--- src/rtl/qu_common_pkg.sv ---
// Shared types for the qu_* pipeline blocks: ROB sizing, cell layout and cell states.
package qu_common;

  localparam int ROB_DEPTH      = 8;
  localparam int ROB_ADDR_WIDTH = $clog2(ROB_DEPTH);

  typedef logic [ROB_ADDR_WIDTH-1:0] rob_addr_t;
  typedef logic [5:0]                phy_rf_addr_t;
  typedef logic [31:0]               dest_t;
  typedef logic [1:0]                rob_state_t;

  // state     | meaning
  // EMPTY     | slot free
  // PENDING   | allocated, not yet issued
  // EXECUTE   | issued to a functional unit
  // RETIRED   | result written back, waiting to commit
  localparam rob_state_t ROB_STATE_EMPTY   = 2'd0;
  localparam rob_state_t ROB_STATE_PENDING = 2'd1;
  localparam rob_state_t ROB_STATE_EXECUTE = 2'd2;
  localparam rob_state_t ROB_STATE_RETIRED = 2'd3;

  // dest is a physical register number, or a memory address when store is set
  typedef struct packed {
    rob_state_t   state;
    logic         store;
    dest_t        dest;
    phy_rf_addr_t phyreg_old;
    logic [31:0]  value;
    logic         mispredicted_branch;
  } rob_cell_t;

endpackage

--- src/rtl/qu_rob.sv ---
// In-order reorder buffer: tail allocation, out-of-order writeback, in-order commit with flush.
// Optional reservation-station operand read ports under QU_ROB_OPERAND_FWD_EN.
module qu_rob
  import qu_common::*;
#(
  parameter int DEPTH = ROB_DEPTH,
  parameter int AW    = $clog2(DEPTH)
) (
  input  logic         clk,
  input  logic         rst,
  input  logic         alloc_valid_i,
  output logic         alloc_ready_o,
  input  rob_cell_t    alloc_cell_i,
  output logic [AW-1:0] alloc_addr_o,
  input  logic         issue_valid_i,
  input  logic [AW-1:0] issue_addr_i,
  input  logic         wb_valid_i,
  input  logic [AW-1:0] wb_addr_i,
  input  logic [31:0]  wb_value_i,
  input  logic [31:0]  wb_dest_i,
  input  logic         wb_mispredict_i,
  output logic         commit_valid_o,
  input  logic         commit_ready_i,
  output rob_cell_t    commit_cell_o,
  output logic         free_valid_o,
  output phy_rf_addr_t free_phyreg_o,
  output logic         flush_o,
`ifdef QU_ROB_OPERAND_FWD_EN
  input  logic [AW-1:0] fwd_addr_j_i,
  input  logic [AW-1:0] fwd_addr_k_i,
  output logic         fwd_valid_j_o,
  output logic [31:0]  fwd_value_j_o,
  output logic         fwd_valid_k_o,
  output logic [31:0]  fwd_value_k_o,
`endif
  output logic [AW:0]  count_o
);

  rob_cell_t    cells [DEPTH];
  logic [AW-1:0] head, tail;
  logic [AW:0]  count;
  logic         flush_q;
  logic         free_valid_q;
  phy_rf_addr_t free_phyreg_q;

  logic      alloc_fire, commit_fire, issue_take, wb_take;
  rob_cell_t alloc_cell;

  assign alloc_ready_o  = (count != (AW+1)'(DEPTH)) && !flush_q;
  assign alloc_addr_o   = tail;
  assign commit_cell_o  = cells[head];
  assign commit_valid_o = (cells[head].state == ROB_STATE_RETIRED);
  assign free_valid_o   = free_valid_q;
  assign free_phyreg_o  = free_phyreg_q;
  assign flush_o        = flush_q;
  assign count_o        = count;

  assign alloc_fire  = alloc_valid_i && alloc_ready_o;
  assign commit_fire = commit_valid_o && commit_ready_i;
  assign issue_take  = issue_valid_i && !flush_q &&
                       (cells[issue_addr_i].state == ROB_STATE_PENDING);
  assign wb_take     = wb_valid_i && !flush_q &&
                       ((cells[wb_addr_i].state == ROB_STATE_PENDING) ||
                        (cells[wb_addr_i].state == ROB_STATE_EXECUTE));

  always_comb begin
    alloc_cell                     = alloc_cell_i;
    alloc_cell.state               = ROB_STATE_PENDING;
    alloc_cell.value               = '0;
    alloc_cell.mispredicted_branch = 1'b0;
  end

  always_ff @(posedge clk) begin
    if (rst) begin
      for (int i = 0; i < DEPTH; i++) cells[i] <= '0;
      head          <= '0;
      tail          <= '0;
      count         <= '0;
      flush_q       <= 1'b0;
      free_valid_q  <= 1'b0;
      free_phyreg_q <= '0;
    end else begin
      flush_q       <= 1'b0;
      free_valid_q  <= commit_fire && !cells[head].store;
      free_phyreg_q <= commit_fire ? cells[head].phyreg_old : '0;
      if (commit_fire && cells[head].mispredicted_branch) begin
        // everything younger than the branch is wrong-path; same-cycle alloc is dropped too
        for (int i = 0; i < DEPTH; i++) cells[i] <= '0;
        head    <= '0;
        tail    <= '0;
        count   <= '0;
        flush_q <= 1'b1;
      end else begin
        if (issue_take) cells[issue_addr_i].state <= ROB_STATE_EXECUTE;
        // placed after issue so a same-address writeback wins
        if (wb_take) begin
          cells[wb_addr_i].state               <= ROB_STATE_RETIRED;
          cells[wb_addr_i].value               <= wb_value_i;
          cells[wb_addr_i].mispredicted_branch <= wb_mispredict_i;
          if (cells[wb_addr_i].store) cells[wb_addr_i].dest <= wb_dest_i;
        end
        if (commit_fire) begin
          cells[head].state <= ROB_STATE_EMPTY;
          head              <= head + 1'b1;
        end
        if (alloc_fire) begin
          cells[tail] <= alloc_cell;
          tail        <= tail + 1'b1;
        end
        case ({alloc_fire, commit_fire})
          2'b10:   count <= count + 1'b1;
          2'b01:   count <= count - 1'b1;
          default: count <= count;
        endcase
      end
    end
  end

`ifdef QU_ROB_OPERAND_FWD_EN
  always_comb begin
    fwd_valid_j_o = (cells[fwd_addr_j_i].state == ROB_STATE_RETIRED);
    fwd_value_j_o = cells[fwd_addr_j_i].value;
    fwd_valid_k_o = (cells[fwd_addr_k_i].state == ROB_STATE_RETIRED);
    fwd_value_k_o = cells[fwd_addr_k_i].value;
    if (wb_take && (wb_addr_i == fwd_addr_j_i)) begin
      fwd_valid_j_o = 1'b1;
      fwd_value_j_o = wb_value_i;
    end
    if (wb_take && (wb_addr_i == fwd_addr_k_i)) begin
      fwd_valid_k_o = 1'b1;
      fwd_value_k_o = wb_value_i;
    end
  end
`endif

endmodule

--- config.mk ---
export PLATFORM = sky130hd
export DESIGN_NAME = qu_rob
export DESIGN_NICKNAME = d
export VERILOG_FILES = /design/src/rtl/qu_common_pkg.sv /design/src/rtl/qu_rob.sv
export SDC_FILE = /design/constraint.sdc
export NUM_CORES = 1
export LEC_CHECK = 0
export ABC_CLOCK_PERIOD_IN_PS = 5050
export CORE_UTILIZATION = 60
export CTS_BUF_LIST = sky130_fd_sc_hd__clkbuf_2 sky130_fd_sc_hd__clkbuf_4 sky130_fd_sc_hd__clkbuf_8
export DETAILED_ROUTE_END_ITERATION = 10
export DONT_BUFFER_PORTS = 1
export GPL_TIMING_DRIVEN = 0
export MAX_ROUTING_LAYER = met4
export PLACE_DENSITY = 0.79
export SYNTH_ARGS = -nofsm -noshare
export SYNTH_HDL_FRONTEND = slang
export SYNTH_SLANG_ARGS = --single-unit
--- constraint.sdc ---
create_clock -name clk -period 5.05 [get_ports clk]
set_input_delay 1.01 -clock clk [delete_from_list [all_inputs] [get_ports clk]]
set_output_delay 1.01 -clock clk [all_outputs]
set_load 0.005 [all_outputs]
# [Word-level counts from Yosys, hierarchy flattened]
# Memories as Yosys holds them, arrays and structs flattened. A register that Yosys moved wholly into a read port is not among the register bits.
# Cells that the tools add are included.
[totals] reg_bits=18 latchBits=0 mem_bits_rw=592 mem_bits_ro=0 inputBits=151 out_inout_bits=91 word_cells=95 memories=1
[mem_list] memory="cells" words=8 word_bits=74 rd=3 rd_ports_with_merged_regs=1 wr=8 line="qu_rob.sv:39" text="rob_cell_t cells [DEPTH];"
[op_classes] add_sub_neg=4 n_mul=0 div_mod_pow=0 n_lt_le_gt_ge=0 n_eq_ne=7 shifts=0 muxes=49 bitwise_logic=9 n_reduce_logical=19
[ops] op="$mux 74" n=12
[ops] op="$reduce_or 74->1" n=4
[ops] op="$mux 1" n=27
[ops] op="$mux 3" n=7
[ops] op="$logic_and 1x1->1" n=9
[ops] op="$or 1x1->1" n=8
[ops] op="$pmux 4 s2" n=1
[ops] op="$add 3x1->3 const B" n=2
[ops] op="$eq 2x1->1 const B" n=3
[ops] op="$eq 2x2->1 const B" n=3
[ops] op="$add 4x1->4 const B" n=1
[ops] op="$mux 2" n=2
[ops] op="$ne 4x4->1 const B" n=1
[ops] op="$reduce_or 2->1" n=2
[ops] op="$sub 4x1->4 const B" n=1
[ops] op="$logic_not 1->1" n=2
[ops] op="$reduce_bool 2->1" n=1
[ops] op="$logic_or 1x1->1" n=1
[ops] op="$not 1->1" n=1

# [Depth between registers and ports, before layout]
# Gate-level depths: netlist (run 1).
# An unclocked memory read counts as a cell.
[logic_depth] ltp_word=10 depth_mapped=15 mapped_depth_nobuf=12

# [Worst setup path before layout (run 1)]
# OpenSTA, ideal clock, no wires.
[synth_timing] path_type="input-to-reg" from="input port wb_addr_i[0]" to="memory cells[5][39] (netlist bit), enable pin" setup_time_ps=428 t_arrival_ps=4516 required_ps=4622 path_slack_ps=106 stages=10 path_buffers=4 path_cell_list="buf_2 > mux2_2 > o2bb2ai_1 > or4_1 > a21oi_1 > buf_2 > nand2_1 > buf_4 > buf_1 > o21bai_1"
[synth_lines] element="start: declaration" line="qu_rob.sv:18" text="input logic [AW-1:0] wb_addr_i,"
[synth_lines] element="end: declaration" line="qu_rob.sv:39"

==> results.env, run 1 <==
SYNTHDOMINANTCELLAREASHARE_PCT=30.9
GRT_SETUP_UNREPAIRED='no'
SYNTH-EDFF-COUNT=312
DRC_ERRORS=0
FF2FF_SETUP_SLACK_NS=0.11
REMAINING_NUMBER_OF_NETS_FLAGGED_BY_THE_ANTENNA_CHECK_AFTER_ROUTING=0
GROUTE.USAGE.OVERALL_PCT=43.1
ARRIVAL_NS=5.34
ROUTABILITYCONGESTION=1.01
SYN_NETS=2994
CP_MAX_FO=26
SYNTH_AREA_SQ_UM=30300
MAXCAPVIOLATIONS=0
TIMING.SETUP.CRITICAL_PATH_CLASS='flop to flop'
SYN_AVG_CELL_AREA_SQ_UM=10.7
SYNTH-COMPOUND-AREA-SHARE_PCT=11.6
FLOORPLAN.INITIALDENSITY_PCT=60.6
CTS_H_TREE_LVLS=3
SYNTH_AREA_IN_ADDERS_PCT=0.272
MIN-DELAY-PATH-CLASS='flop to flop'
SYNTHARSTFLOPSHARE_PCT=0
POST_ROUTE_CELLS_DRIVE_ABOVE_1_SHARE_PCT=17.9
RUN_STATUS='finished, final reports clean'
SYN2LAYOUT_AREA_GROWTH_PCT=10.5
GRT.BUSIEST_LAYER='met2'
MAXIMUM_CLOCK_FREQUENCY_GHz=0.202
FIN_CRIT_NS=4.94
CRITPATHLAUNCHTYPE='flop'
FIRST_GLOBAL_VIAS=26100
DETAIL_ROUTE.WL_PER_CELL_UM=29.1
DIE_Y_UM=227
SYNTH_TOP_AREA_CELL='edfxtp_1'
DIE_WIDTH_UM=227
LAYOUT_SETUP_WS_NS=0.111
GR-USAGE-MET1_PCT=55.0
SYNTH_TOP_FAMILY_BY_AREA='simple AND/OR/NAND/NOR gates'
ROUTE.FINAL.WIRE_LENGTH_MM=108
CTS_NUM_SINKS=613
CTS_TREE='yes'
NETLIST_TOP_CELLS_AREA='edfxtp_1 (31%), dfxtp_1 (20%), mux4_2 (11%)'
DIE_AREA_SQ_UM=51500
PATH_CELLS='buf_2 -> buf_6 -> mux4_2 -> mux2i_2 -> nor4_2 -> nor4_4 -> and2_0 -> clkbuf_1 -> a21o_2 -> buf_12'
GRT_REMAINING_OVERFLOW=0
TIMING_HOLD_VIOLATIONS_FINAL=0
WORST_SETUP_HOLD_PATH_CLK_SLEW_NS=0.06
FINAL_MAX_SLEW_VIOL_COUNT=0
POSTSYNTH.TOPFLOPCELL='edfxtp_1'
PLACEABLECOREAREA_SQ_UM=50100
PIN_COUNT=242
DESIGN_POWER_TOTAL_uW=10600
FIN_CELLS=3716
HOLD_PATH_STARTPOINT='cells[1][23]'
HOLDPATHEND='cells[1][23]'
REG2REG_DEPTH=10
REPORT.FINAL.SETUP_VIOL=0
BUFFER_DEPTH_OF_THE_LONGEST_CLOCK_PATH=3
WORSTREG2REGEND='cells[6][61]'
CTS_INSERTED_BUFFERS=101
VIAS_PER_CELL=7.24
CELLLEAKAGEPOWER_uW=0.0116
WORST_CASE_HOLD_SLACK_NS=0.463
CLKLATENCYLATEPIN_NS=0.73
HOLD_DEPTH=2
POWER-PER-CELL-AREA_nW_PER_UM2=318
CLOCK-ROOT-BUFFER='clkbuf_8'
PEAKVDDDROP_mV=0.202
GATE_COUNT_OF_THE_MAPPED_NETLIST=2837
GRT_START_MAX_NET_PINS=33
FIN_CRIT_SH_PCT=97.8
NUM-NETS-FINAL=3114
PORT-BUFFER-COUNT=0
SYNTH_SEQ_AREA_SHARE_PCT=50.7
YS_TYPES=63
LIBRARY_CELL_WITH_THE_HIGHEST_INSTANCE_COUNT_AFTER_SYNTHESIS='nand2_1'
MAXSLEWHEADROOM_PCT=7.49
FILLER_CELL_COUNT=3859
YOSYS-TOP-CELLS-COUNT='nand2_1 (386), edfxtp_1 (312), dfxtp_1 (301)'
FINCLKSKEW_NS=0.0417
PRE_CTS_WS_NS=0.169
GRT.MET2_USAGE_PCT=61.4
TIGHTESTPINTRANSITION_NS=1.38
DP_CELLS=3526
SETUP_TNS_NS=0
WORSTPATHREQUIRED_NS=5.45
GRT_ANTENNA_BEFORE_REPAIR=6
XOR_XNOR_PORTION_OF_THE_SYNTHESIZED_CELL_AREA_PCT=0.173
SYNTHMUXAREASHARE_PCT=15.6
NUM_VIAS=26900
WORST_PATH_MAX_DELAY_CELL='nor4_4'
DRTPASS1ITERATIONS=8
PLACE.DETAILED.HPWL_MM=74.5
SYNTH_SEQ_CELLS=613
CRITPATHCAPTURETYPE='flop'
WIRE_LENGTH_OF_THE_FIRST_GLOBAL_ROUTING_PASS_MM=159
DETAILEDROUTE.FIRSTITERATIONVIOLATIONS=4361
SYNTHSIMPLEGATEAREAFRAC_PCT=16.4
PLACEMENT_ROWS=82
USE_MET3_PCT=13.9
POSTCTSSETUPBUFFERS=0
SYNTHESIS.YOSYS.WARNINGS=0
STAGE_DELAY_OF_THE_SLOWEST_CELL_ON_THE_CRITICAL_PATH_NS=1.08
[per-stage QoR]
| stage | area [sq um] | utilization (%) |
|---|---|---|
| finish | 33500 | 67.0 |
| global route | 33500 | 66.9 |
| CTS | 33500 | 66.9 |
| detailed placement | 31400 | 62.8 |
| global placement | 31200 | 62.3 |
| floorplan | 30300 | - |
[state kept, by name, indices dropped and copies added (netlist names), named ones only]
register / cells
alloc_addr_o: 3
count_o: 4
free_phyreg_o: 6
free_valid_o: 1
head: 3
flush_o: 1
cells: 592
[per-layer routing]
metal / part of all wire [%] / vias up
met3: 16 / 438
met1: 35 / 13000
li1: - / 11000
met2: 44 / 2462
met5: 0 / -
met4: 5.0 / 0
[worst max-delay path by stage]
stage / startpoint / cells past startpoint / endpoint
floorplan: wb_addr_i[0] / 10 / cells[5][39]
global placement: wb_addr_i[0] / 10 / cells[5][69]
detailed placement: wb_addr_i[0] / 8 / cells[7][58]
CTS: flop / 4 / commit_cell_o[28]
global route: flop / 10 / cells[6][64]
finish: flop / 10 / cells[6][61]
[cells by family after synthesis]
kind of cell / Yosys count
AOI/OAI and AO/OA: 549
xor gates and xnor gates: 6
adders and majority gates: 6
buffers and inverters: 389
DFF: 613
muxes: 269
and+or+nand+nor: 1005
[what timing repair did]
item                                    CTS  global route
hold buffers                              0             0
endpoints found under the setup margin   64             0
resized for setup                         1             0
[cells in the final DEF, fill, tap and decap left out, types with 117 or more instances in the layout]
cell      Yosys  routed
o31ai_1     257     257
o21ai_0     191     189
edfxtp_1    312     312
nand3_1     274     274
clkbuf_8      0     117
nand4_1     198     198
clkbuf_1    217     216
nand2_1     386     386
dfxtp_1     301     301
mux4_2      153     153
[cell type report]
cell class | instances | area [sq um] | area share (%)
clock buffers | 148 | 1840 | 5.50
clock inverters | 32 | 208 | 0.619
plain buffers | 369 | 1540 | 4.59
inverters | 19 | 71.3 | 0.213
flip-flops and latches | 613 | 15400 | 45.9
well taps | 672 | 841 | 2.51
diodes | 10 | 25.0 | 0.0746
repair buffers | 18 | 226 | 0.675
multi-input cells | 1835 | 13400 | 39.9
[power by group]
group          total [uW]  switching (uW)  internal [uW]
logic                 715             527            188
clock network        4530            2090           2430
registers            5410            49.3           5360
total               10600            2670           7980
[worst max-delay path: cells and delay by family, from the launching register on]
family                 cells  cell delay (ns)
and+or+nand+nor            3             1.49
AOI/OAI and AO/OA          1             0.42
muxes                      2             0.88
DFF                        1             0.31
buffers and inverters      4             1.46
Note: power is estimated with default switching activity, not from simulation.
==> run 2: changes to the inputs <==
--- a/config.mk
+++ b/config.mk
@@ -10,7 +10,6 @@
 export CTS_BUF_LIST = sky130_fd_sc_hd__clkbuf_2 sky130_fd_sc_hd__clkbuf_4 sky130_fd_sc_hd__clkbuf_8
 export DETAILED_ROUTE_END_ITERATION = 10
 export DONT_BUFFER_PORTS = 1
-export GPL_TIMING_DRIVEN = 0
 export MAX_ROUTING_LAYER = met4
 export PLACE_DENSITY = 0.79
 export SYNTH_ARGS = -nofsm -noshare
==> constraint.sdc (replaced) <==
create_clock -name clk -period 5.05 [get_ports clk]
set_input_delay 1.01 -clock clk [delete_from_list [all_inputs] [get_ports clk]]
set_output_delay 1.01 -clock clk [all_outputs]
set_load 0.01 [all_outputs]
==> results.env, run 2 (synthesized netlist as in run 1, its figures left out) <==
TIMING.SETUP.CRITICAL_PATH_CLASS='flop to flop'
FLOORPLAN.INITIALDENSITY_PCT=60.6  # unchanged
SYN2LAYOUT_AREA_GROWTH_PCT=7.78
ARRIVAL_NS=4.81  # -0.53 ns
CELL_TYPE_GROUP_WITH_THE_LARGEST_TOTAL_DELAY_ON_THE_CRITICAL_PATH='buffers and inverters'
DETAILEDROUTE.FIRSTITERATIONVIOLATIONS=3317  # -24%
HOLD_DEPTH=2  # unchanged
NUM-NETS-FINAL=2798  # -10%
STAGE_DELAY_OF_THE_SLOWEST_CELL_ON_THE_CRITICAL_PATH_NS=0.75  # -0.33 ns
GROUTE.USAGE.OVERALL_PCT=36.2  # -6.9 points
COMBPWRFRAC_PCT=5.2  # -1.5 points
REG2REG_DEPTH=9  # -1
CP_MAX_FO=74  # +180%
REMAINING_NUMBER_OF_NETS_FLAGGED_BY_THE_ANTENNA_CHECK_AFTER_ROUTING=0  # unchanged
GRT_REMAINING_OVERFLOW=0  # unchanged
WORST_SETUP_HOLD_PATH_CLK_SLEW_NS=0.06  # about the same
TIMING_HOLD_VIOLATIONS_FINAL=0  # unchanged
POWER.CLOCK.FRACTION_PCT=44.6  # +2.1 points
FIRST_GLOBAL_VIAS=23700  # -9.2%
PIN_COUNT=242  # unchanged
FIN_CRIT_NS=4.25  # -0.685 ns
ROUTE.FINAL.WIRE_LENGTH_MM=91.0  # -16%
VIAS_PER_CELL=7.14  # -1.3%
CTS_NUM_SINKS=613  # unchanged
ROUTABILITYCONGESTION=0.928  # -8.3%
POSTCTSSETUPBUFFERS=0  # unchanged
REGISTER_SHARE_OF_TOTAL_POWER_PCT=50.3  # -0.5 points
POWER_SWITCHING_SHARE_PCT=23.4  # -1.7 points
GRT_ANTENNA_BEFORE_REPAIR=2  # -4
SETUP_TNS_NS=0  # unchanged
DETAIL_ROUTE.WL_PER_CELL_UM=26.8  # -7.9%
CTS_TREE='yes'
GRT_SETUP_UNREPAIRED='no'
FINAL_MAX_SLEW_VIOL_COUNT=0  # unchanged
DIE_WIDTH_UM=227  # unchanged
CELLLEAKAGEPOWER_uW=0.0112  # -3.4%
CLOCK-ROOT-BUFFER='clkbuf_8'
MOST-COMMON-LAYOUT-CELLS='nand2_1 (382), edfxtp_1 (312), dfxtp_1 (298)'
REPORT.FINAL.SETUP_VIOL=0  # unchanged
FILLER_CELL_COUNT=3669  # -4.9%
MIN-DELAY-PATH-CLASS='primary input to flop'
WORST_PATH_MAX_DELAY_CELL='dfxtp_4'
FF_LATCH_AREA_SQ_UM=15400  # about the same
NUM_VIAS=24200  # -9.8%
DIE_Y_UM=227  # unchanged
LARGEST_REGISTER_FFS=592  # unchanged
PLACEMENT_ROWS=82  # unchanged
BUFFER_DEPTH_OF_THE_LONGEST_CLOCK_PATH=3  # unchanged
WORSTPATHREQUIRED_NS=5.61  # +0.16 ns
WIRE_LENGTH_OF_THE_FIRST_GLOBAL_ROUTING_PASS_MM=136  # -14%
RUN_STATUS='finished, final reports clean'
POST_ROUTE_CELLS_DRIVE_ABOVE_1_SHARE_PCT=18.8  # +0.88 points
PATH_CELLS='mux4_2 -> mux2i_2 -> inv_2 -> a41oi_4 -> buf_4 -> nand2_2 -> buf_4 -> nand4_1 -> o21ai_0'
POST_CTS_RESIZED=0  # -1
PLACEABLECOREAREA_SQ_UM=50100  # unchanged
MAXSLEWHEADROOM_PCT=24.0  # +16 points
P_SW_uW=2510  # -6.0%
GRT_START_MAX_NET_PINS=203  # +520%
DIE_AREA_SQ_UM=51500  # unchanged
CTS_INSERTED_BUFFERS=98  # -3.0%
CLKLATENCYLATEPIN_NS=0.72  # about the same
MAXCAPVIOLATIONS=0  # unchanged
POWER-PER-CELL-AREA_nW_PER_UM2=329  # +3.5%
FINAL_COMMON_CELL='nand2_1'
MAXIMUM_CLOCK_FREQUENCY_GHz=0.235  # +16%
REGISTERS.TOP_BY_FF_COUNT='cells'
WORST_CASE_HOLD_SLACK_NS=0.430  # -0.0332 ns
FF2FF_SETUP_SLACK_NS=0.80  # +0.68 ns
CELLINTERNALPOWER_uW=8230  # +3.2%
DRTPASS1ITERATIONS=6  # -2
FINCLKSKEW_NS=0.0262  # -0.0155 ns
CTSHOLDBUFFERS=0  # unchanged
MULTI_INPUT_AREA_SQ_UM=13500  # +0.73%
CRITPATHLAUNCHTYPE='flop'
FIN_CRIT_SH_PCT=84.2  # -14 points
DRC_ERRORS=0  # unchanged
TIGHTESTPINTRANSITION_NS=1.13  # -0.253 ns
PLACE.DETAILED.HPWL_MM=51.1  # -31%
CP.DEPTH=9  # -1
CRITICAL_PATH.MOST_COMMON_CELL='buf_4'
PORT-BUFFER-COUNT=0  # unchanged
CRITPATHBUFINV=3  # -1
CRITPATHCAPTURETYPE='flop'
PEAKVDDDROP_mV=0.220  # +9.0%
CTS_H_TREE_LVLS=3  # unchanged
[run 2: through the flow]
| stage | area (sq um) | total power [uW] | setup slack [ns] | util, % | instances |
|---|---|---|---|---|---|
| after floorplan | 30300 | 5920 | 0.106 | - | 2837 |
| after global placement | 30500 | 6020 | 1.02 | 60.9 | 3213 |
| after detailed placement | 30500 | 6050 | 0.917 | 60.9 | 3213 |
| after CTS | 32700 | 10700 | 0.760 | 65.3 | 3394 |
| after global routing | 32700 | 11000 | 0.617 | 65.3 | 3396 |
| final | 32700 | 10700 | 0.796 | 65.3 | 3396 |
[run 2: power groups by stage]
stage	clock network [uW]	logic, uW	registers (uW)
finish	4790	553	5400
global route	5020	579	5410
CTS	4790	539	5400
detailed placement	0	536	5510
global placement	0	521	5500
floorplan	0	434	5490
[run 2: layout make-up]
class	instances	share of cell area (%)
diodes	2	0.0153
clock buffers	141	5.53
clock inverters	40	1.25
inverters	19	0.218
multi-input cells	1835	41.2
flip-flops and latches	613	47.1
well taps	672	2.57
repair buffers	74	2.08
[run 2: worst paths after layout]
| path | startpoint | end |
|---|---|---|
| max | flop | cells[4][27] |
| min | wb_value_i[30] | cells[3][31] |
| max reg2reg | flop | cells[4][27] |
| min reg2reg | cells[2][31] | cells[2][31] |
[run 2: worst reg2reg max path, stage by stage (launching register included)]
cell,delay [ns]
dfxtp_4,0.75
mux4_2,0.45
mux2i_2,0.52
inv_2,0.24
a41oi_4,0.56
buf_4,0.70
nand2_2,0.09
buf_4,0.38
nand4_1,0.29
o21ai_0,0.11
[run 2: routing by layer]
metal  global-route usage [%]  part of all wire (%)  up-vias
li1                         -                     -    10400
met2                     55.0                    47     1858
met1                     44.1                    35    11700
met3                     10.0                    14      341
met4                     19.0                   4.6        0
met5                        -                     0        -
